==> src/rtl/if2_id_fetch_queue.sv <==
// IF2 -> ID fetch queue: a circular buffer of single-instruction entries that
// accepts whole IF2 packets and hands one instruction per cycle to decode.
module if2_id_fetch_queue #(
    parameter int DEPTH   = 4,
    parameter int FETCH_W = 2
) (
    input  logic                      clk,
    input  logic                      rst,
    input  logic                      flush,
    input  logic                      if2_valid,
    output logic                      if2_ready,
    input  logic [FETCH_W-1:0]        if2_lane_valid,
    input  logic [32*FETCH_W-1:0]     if2_pc,
    input  logic [32*FETCH_W-1:0]     if2_inst,
    input  logic [FETCH_W-1:0]        if2_icache_hit,
    input  logic [FETCH_W-1:0]        if2_branch_bp,
    input  logic                      if1_if2_cache_valid,
    output logic                      id_valid,
    input  logic                      id_ready,
    output logic [31:0]               id_pc,
    output logic [31:0]               id_inst,
    output logic                      id_icache_hit,
    output logic                      id_branch_bp,
    output logic [$clog2(DEPTH):0]    count
);

    localparam int PTR_W = $clog2(DEPTH);
    localparam int CNT_W = PTR_W + 1;
    // Room for a full packet exists exactly when occupancy is at most this.
    localparam logic [CNT_W-1:0] READY_MAX = CNT_W'(DEPTH - FETCH_W);

    logic [31:0] pc_mem   [DEPTH];
    logic [31:0] inst_mem [DEPTH];
    logic        hit_mem  [DEPTH];
    logic        bp_mem   [DEPTH];

    logic [PTR_W-1:0]   rd_ptr;
    logic [PTR_W-1:0]   wr_ptr;
    logic [FETCH_W-1:0] lane_take;
    logic [PTR_W-1:0]   lane_addr [FETCH_W];
    logic [CNT_W-1:0]   push_n;
    logic               run;
    logic               push_fire;
    logic               pop_fire;

    // Only the unbroken run of valid lanes starting at lane 0 is taken.
    always_comb begin
        // NOTE: every always_comb output gets a default first so no path leaves it unassigned (no latch).
        lane_take = '0;
        push_n    = '0;
        run       = 1'b1;
        for (int i = 0; i < FETCH_W; i++) begin
            run          = run & if2_lane_valid[i];
            lane_take[i] = run;
            push_n       = push_n + CNT_W'(run);
            lane_addr[i] = wr_ptr + PTR_W'(i);
        end
    end

    assign if2_ready = (count <= READY_MAX);
    assign push_fire = if2_valid & if2_ready & ~flush & (push_n != '0);
    assign pop_fire  = id_valid & id_ready & ~flush;

    always_ff @(posedge clk or posedge rst) begin
        // NOTE: sequential state uses non-blocking (<=) so every register sees pre-edge values.
        if (rst) begin
            rd_ptr <= '0;
            wr_ptr <= '0;
            count  <= '0;
        end else if (flush) begin
            rd_ptr <= '0;
            wr_ptr <= '0;
            count  <= '0;
        end else begin
            if (push_fire) wr_ptr <= wr_ptr + PTR_W'(push_n);
            if (pop_fire)  rd_ptr <= rd_ptr + PTR_W'(1);
            count <= count + (push_fire ? push_n : '0) - CNT_W'(pop_fire);
        end
    end

    // NOTE: storage is deliberately not reset; count gates every read, so stale data is never seen.
    always_ff @(posedge clk) begin
        for (int i = 0; i < FETCH_W; i++) begin
            if (push_fire && lane_take[i]) begin
                pc_mem[lane_addr[i]]   <= if2_pc[32*i +: 32];
                inst_mem[lane_addr[i]] <= if1_if2_cache_valid ? if2_inst[32*i +: 32] : 32'h0;
                hit_mem[lane_addr[i]]  <= if1_if2_cache_valid & if2_icache_hit[i];
                bp_mem[lane_addr[i]]   <= if2_branch_bp[i];
            end
        end
    end

    // Head is read straight from storage, which holds still while ID stalls.
    assign id_valid      = (count != '0);
    assign id_pc         = id_valid ? pc_mem[rd_ptr]   : 32'h0;
    assign id_inst       = id_valid ? inst_mem[rd_ptr] : 32'h0;
    assign id_icache_hit = id_valid & hit_mem[rd_ptr];
    assign id_branch_bp  = id_valid & bp_mem[rd_ptr];

endmodule
==> config.mk <==
export PLATFORM = sky130hd
export DESIGN_NAME = if2_id_fetch_queue
export DESIGN_NICKNAME = d
export VERILOG_FILES = /design/src/rtl/if2_id_fetch_queue.sv
export SDC_FILE = /design/constraint.sdc
export NUM_CORES = 1
export LEC_CHECK = 0
export CAP_MARGIN = 20
export CORE_AREA = 5 5 221 223
export CTS_CLUSTER_DIAMETER = 120
export DETAILED_ROUTE_END_ITERATION = 10
export DIE_AREA = 0 0 226 228
export GPL_ROUTABILITY_DRIVEN = 0
export PLACE_DENSITY = 0.47
export SYNTH_ARGS = -nofsm -noshare
export SYNTH_HDL_FRONTEND = slang
export SYNTH_SLANG_ARGS = --single-unit
==> constraint.sdc <==
create_clock -name clk -period 13.25 [get_ports clk]
set_input_delay 1.325 -clock clk [delete_from_list [all_inputs] [get_ports clk]]
set_output_delay 1.325 -clock clk [all_outputs]
set_load 0.01 [all_outputs]
# Word level (Yosys, flattened, before mapping)
# Memories as Yosys holds them, arrays and structs flattened.
# Cells that the tools add are included.
[op_classes]
n_addsub = 6
order_cmp = 1
mux = 14
bitwise = 11
n_reduce_logical = 6
[op_table]
columns = ["operator", "count"]
rows = [
  ["$mux W32", 4],
  ["$and A1 B1 Y1", 10],
  ["$mux W2", 5],
  ["$reduce_bool A3 Y1", 2],
  ["$add A2 B1 Y2 const B", 2],
  ["$mux W1", 4],
  ["$reduce_bool A2 Y1", 2],
  ["$add A3 B2 Y3", 1],
  ["$le A3 B2 Y1 const B", 1],
  ["$mux W3", 1],
  ["$sub A3 B1 Y3", 1],
  ["$add A1 B1 Y2", 1],
  ["$add A2 B2 Y2", 1],
  ["$logic_and A1 B1 Y1", 2],
  ["$not A1 Y1", 1],
]
[word_totals]
regBits = 7
mem_bits_rw = 264
inputBits = 140
out_inout_bits = 71
elab_cells = 45
mem_count = 4
[mem_list]
columns = ["name", "words", "width", "rd", "rd_clocked_by_memory_dff", "write_ports", "line_no", "rtl"]
rows = [
  ["inst_mem", 4, 32, 1, 0, 2, "33", "logic [31:0] inst_mem [DEPTH];"],
  ["pc_mem", 4, 32, 1, 0, 2, "32", "logic [31:0] pc_mem [DEPTH];"],
  ["bp_mem", 4, 1, 1, 0, 2, "35", "logic bp_mem [DEPTH];"],
  ["hit_mem", 4, 1, 1, 0, 2, "34", "logic hit_mem [DEPTH];"],
]

# Logic depth before layout (Yosys ltp)
[depth]
ltp_word = 8
depth_mapped = 12
mapped_depth_nobuf = 11

# Worst setup path before layout
# OpenSTA, ideal clock, no wires.
[synth_path]
path_type = "input to register"
startpoint = "input flush"
endpoint = "memory bp_mem[3], enable pin"
setup_ns = 0.585
arrival_time_ns = 6.801
required_time_ns = 12.665
setup_slack_ns = 5.864
stages = 3
path_buffers = 1
cell_sequence = "clkbuf_1 > or3_1 > nor3b_1"
[synth_lines]
columns = ["element", "line_no", "rtl"]
rows = [
  ["start: declaration", "9", "input logic flush,"],
  ["end: declaration", "35", ""],
]

# Worst setup path after layout
[layout_path]
startpoint = "register rd_ptr[0]"
endpoint = "output id_inst[12]"
[layout_between]
elab_chain_len = 2
[layout_rtl]
columns = ["element", "line_no", "rtl"]
rows = [
  ["start: declaration", "37", "logic [PTR_W-1:0] rd_ptr;"],
  ["start signal: assignment", "76", "if (pop_fire) rd_ptr <= rd_ptr + PTR_W'(1);"],
  ["$mem_v2 Z4 W32", "--", ""],
  ["$mux W32", "96", "assign id_inst = id_valid ? inst_mem[rd_ptr] : 32'h0;"],
  ["end: declaration", "21", "output logic [31:0] id_inst,"],
]
# Every way passes these cells.

==> results.env <==
POST_SYNTH_MAIN_AREA_CONTRIBUTORS='sky130_fd_sc_hd__edfxtp_1 58%, sky130_fd_sc_hd__mux4_2 11%, sky130_fd_sc_hd__mux2_2 10%'
CTS.REPORTEDPATHS.CLKPINSLEW_NS=0.05
DESIGN.PORTCOUNT=211
FINISH.INSTANCE_AREA_SQ_UM=17600
VIASPERCELL=4.81
CTS_BUFFERS=35
YOSYS_REGISTER_BITS=271
DRC=0
GRT-OVFL-TOTAL=0
MAXSLEWVIOLCOUNT=0
ENDPOINT_KIND='output pin'
TIMING.FMAX_MHz=205
STARTPOINT_TYPE='flip-flop'
POSTLAYOUTCOREUTIL_PCT=37.9
SYNTHESIS.NETS=990
SETUP_VIOL=0
ARR_TIME_CRIT_PATH_NS=3.55
CTS_TREE='built'
GRT_ANTENNA_BEFORE_REPAIR=2
TIGHTESTPINTRANSITION_NS=0.901
MAX_CAP_VIOLATIONS=0
IO_BUFFER_COUNT=210
CORE_AREA_SQ_UM=46400
GRT_FIRST_PASS_WIRELENGTH_UM=58400
CLOCK-SINKS=271
POWER_LEAKAGE_nW=5.79
SEQ_AREA_SQ_UM=8110
SLACK_OF_THE_CRITICAL_PATH_NS=8.37
CRITICAL_PATH_PEAK_FANOUT=40
MAX-CLOCK-PATH-BUFFERS=3
FINALNETCOUNT=1195
POST_CTS.RESIZED_INSTANCES=0
PLACED_CELLS_INCL_TAPS=1620
FIRST_PASS_DRT_ITERATIONS=4
CLOCK_POWER_SHARE_PCT=34.8
NET-SWITCHING-POWER_uW=696
FINALHOLDVIOLCOUNT=0
OUTCOME='completed'
CLK_LATENCY_NS=0.51
SYNTHTOLAYOUTAREAGROWTH_PCT=27.9
GRT_MAX_DEGREE=67
WORST-SETUP-PATH-TYPE='reg -> out'
POWER.SHARE.COMBINATIONAL_PCT=25.8
PLACEDINSTANCEAREA_SQ_UM=16500
POWER.INTERNAL_mW=1.86
HPWLAFTERDP_UM=23500
SETUP-TNS-FINAL_NS=0
SEQ_POWER_SHARE_PCT=39.4
DRT_FIRST_ITER_VIOLATIONS=543
ANT_NETS=0
MIN_PERIOD_OVER_PERIOD_PCT=36.8
SYNTH_CELL_TYPES=36
CLOCK-ROOT-BUFFER='sky130_fd_sc_hd__clkbuf_16'
DIEHEIGHT_UM=228
WHS_PATH_DEPTH=2
DPL_WORST_SLACK_NS=8.27
POWER_PER_CELL_AREA_nW_PER_UM2=146
YS_DOMINANT_REG_CELL='sky130_fd_sc_hd__edfxtp_1'
WIRE_PER_INST_UM=23.0
FIN_SKEW_NS=0.00931
FLOORPLAN_DIE_AREA_SQ_UM=51500
WORST_IR_DROP_VDD_mV=0.0749
NETLIST.AREA_LEADER.SHARE_PCT=57.7
DRIVE_ABOVE_1_SHARE_PCT=25.9
HOLD_WS_NS=0.673
TIMING.CRITICAL_PATH.REQUIRED_NS=11.93
DIE_BOUNDARY_WIDTH_UM=226
VIAS=8093
TOTALPOWERFINAL_mW=2.56
WORSTREGTOREGCELLS=5
SYNTH_ENABLE_FLOP_CELLS=264
POST-SYNTH-TOP-AREA-CELL='sky130_fd_sc_hd__edfxtp_1'
LAYOUT.FILLER_CELLS=4400
PLACEMENTROWS=79
POWER.SHARE.SWITCHING_PCT=27.2
SYNTHESIS.AREA_PER_INSTANCE_SQ_UM=16.3
VIA_COUNT_OF_THE_FIRST_GLOBAL_ROUTING_PASS=9089
CTS.HOLD.BUFFERS_ADDED=0
INSTANCES_NO_FILL=1683
YOSYS_WARNINGS=0
FINAL_PERIOD_MINUS_WORST_SETUP_SLACK_NS=4.88
FLOORPLAN.INITIALDENSITY_PCT=29.6
SYNTH.CELL_AREA_SQ_UM=13700
TIMING.MAX_SLEW.REL_SLACK_PCT=40.0
MULTIINPUTGATEAREA_SQ_UM=5380
SYN_INST=845
YOSYSSEQAREASHARE_PCT=59.0
GRT_SETUP_UNREPAIRED='false'
SYNTHARSTFLOPSHARE_PCT=2.58
GRT_UTIL_ALL_LAYERS_PCT=14.8
POST-CTS-SETUP-BUFFERS=0
WIRELENGTH_UM=38700
WORST_HOLD_PATH_TYPE='reg -> reg'
HTREEDEPTH=2
worst paths after layout:
| path | from | end | slack [ns] |
|---|---|---|---|
| worst max register to register | count[0] | pc_mem[3][14] | 9.76 |
| max in group asynchronous | rst | rd_ptr[1] | 11.92 |
| worst max-delay path | rd_ptr[0] | id_inst[12] | 8.37 |
| min in group asynchronous | rst | wr_ptr[0] | 1.07 |
| worst min-delay path | count[2] | count[2] | 0.67 |
| worst min register to register | count[2] | count[2] | 0.67 |
cell families after synthesis:
group           after synthesis  share of synthesized area [%]
flops                       271                           59.0
compound gates                9                          0.410
simple gates                159                           6.07
xor+xnor                      5                          0.319
fa+ha+maj                     5                          0.510
mux                         330                           31.4
buf+inv                      66                           2.27
layout make-up:
class	count	share of cell area, %
tap	607	4.32
sequential	271	46.1
multi-input combinational	508	30.6
clock buffer	49	5.52
inverter	5	0.107
antenna	1	0.0142
clock inverter	13	0.513
timing repair buffer	229	12.7
flip-flops by register name, indices dropped and copies added, names as in the netlist:
signal and count:
bp_mem 4, count 3, hit_mem 4, inst_mem 128, pc_mem 128, rd_ptr 2, wr_ptr 2
critical path: stages, from the launching register on:
cell,delay [ns]
sky130_fd_sc_hd__dfrtp_4,0.88
sky130_fd_sc_hd__buf_4,0.83
sky130_fd_sc_hd__mux4_2,0.58
sky130_fd_sc_hd__and2_1,0.23
sky130_fd_sc_hd__clkdlybuf4s50_1,0.50
cells in the final DEF (no fill, tap or decap), drive strengths merged, types with 7 or more instances in the layout:
cell and count:
and2 66, buf 20, clkbuf 49, clkdlybuf4s50 209, clkinv 11, dfrtp 7, edfxtp 264, mux2 132
mux2i 132, mux4 66, nand2 68
synthesized netlist by cell type, drive strengths merged, types with 2 or more instances:
library cell  count
inv               5
nand2            68
dfrtp             7
xor2              2
a21oi             4
nor2              6
ha                4
or2               3
mux2i           132
nor3              3
mux2            132
and2             66
mux4             66
xnor2             3
o31ai             2
clkbuf           21
buf              40
nor2b             2
or3               3
edfxtp          264
metal layers:
layer | part of all wire, % | track usage [%]
met2 | 46 | 23.4
met1 | 47 | 21.5
met3 | 4.9 | 2.86
met5 | 0.034 | 0
met4 | 1.3 | 2.74
power by group through the flow:
stage	registers [mW]	logic [mW]	clock network, mW
CTS	1.01	0.683	0.923
floorplan	1.00	0.360	0
global route	1.01	0.716	0.960
global placement	1.03	0.683	0
finish	1.01	0.661	0.891
detailed placement	1.03	0.679	0
Power figures use the tool's default switching activity.
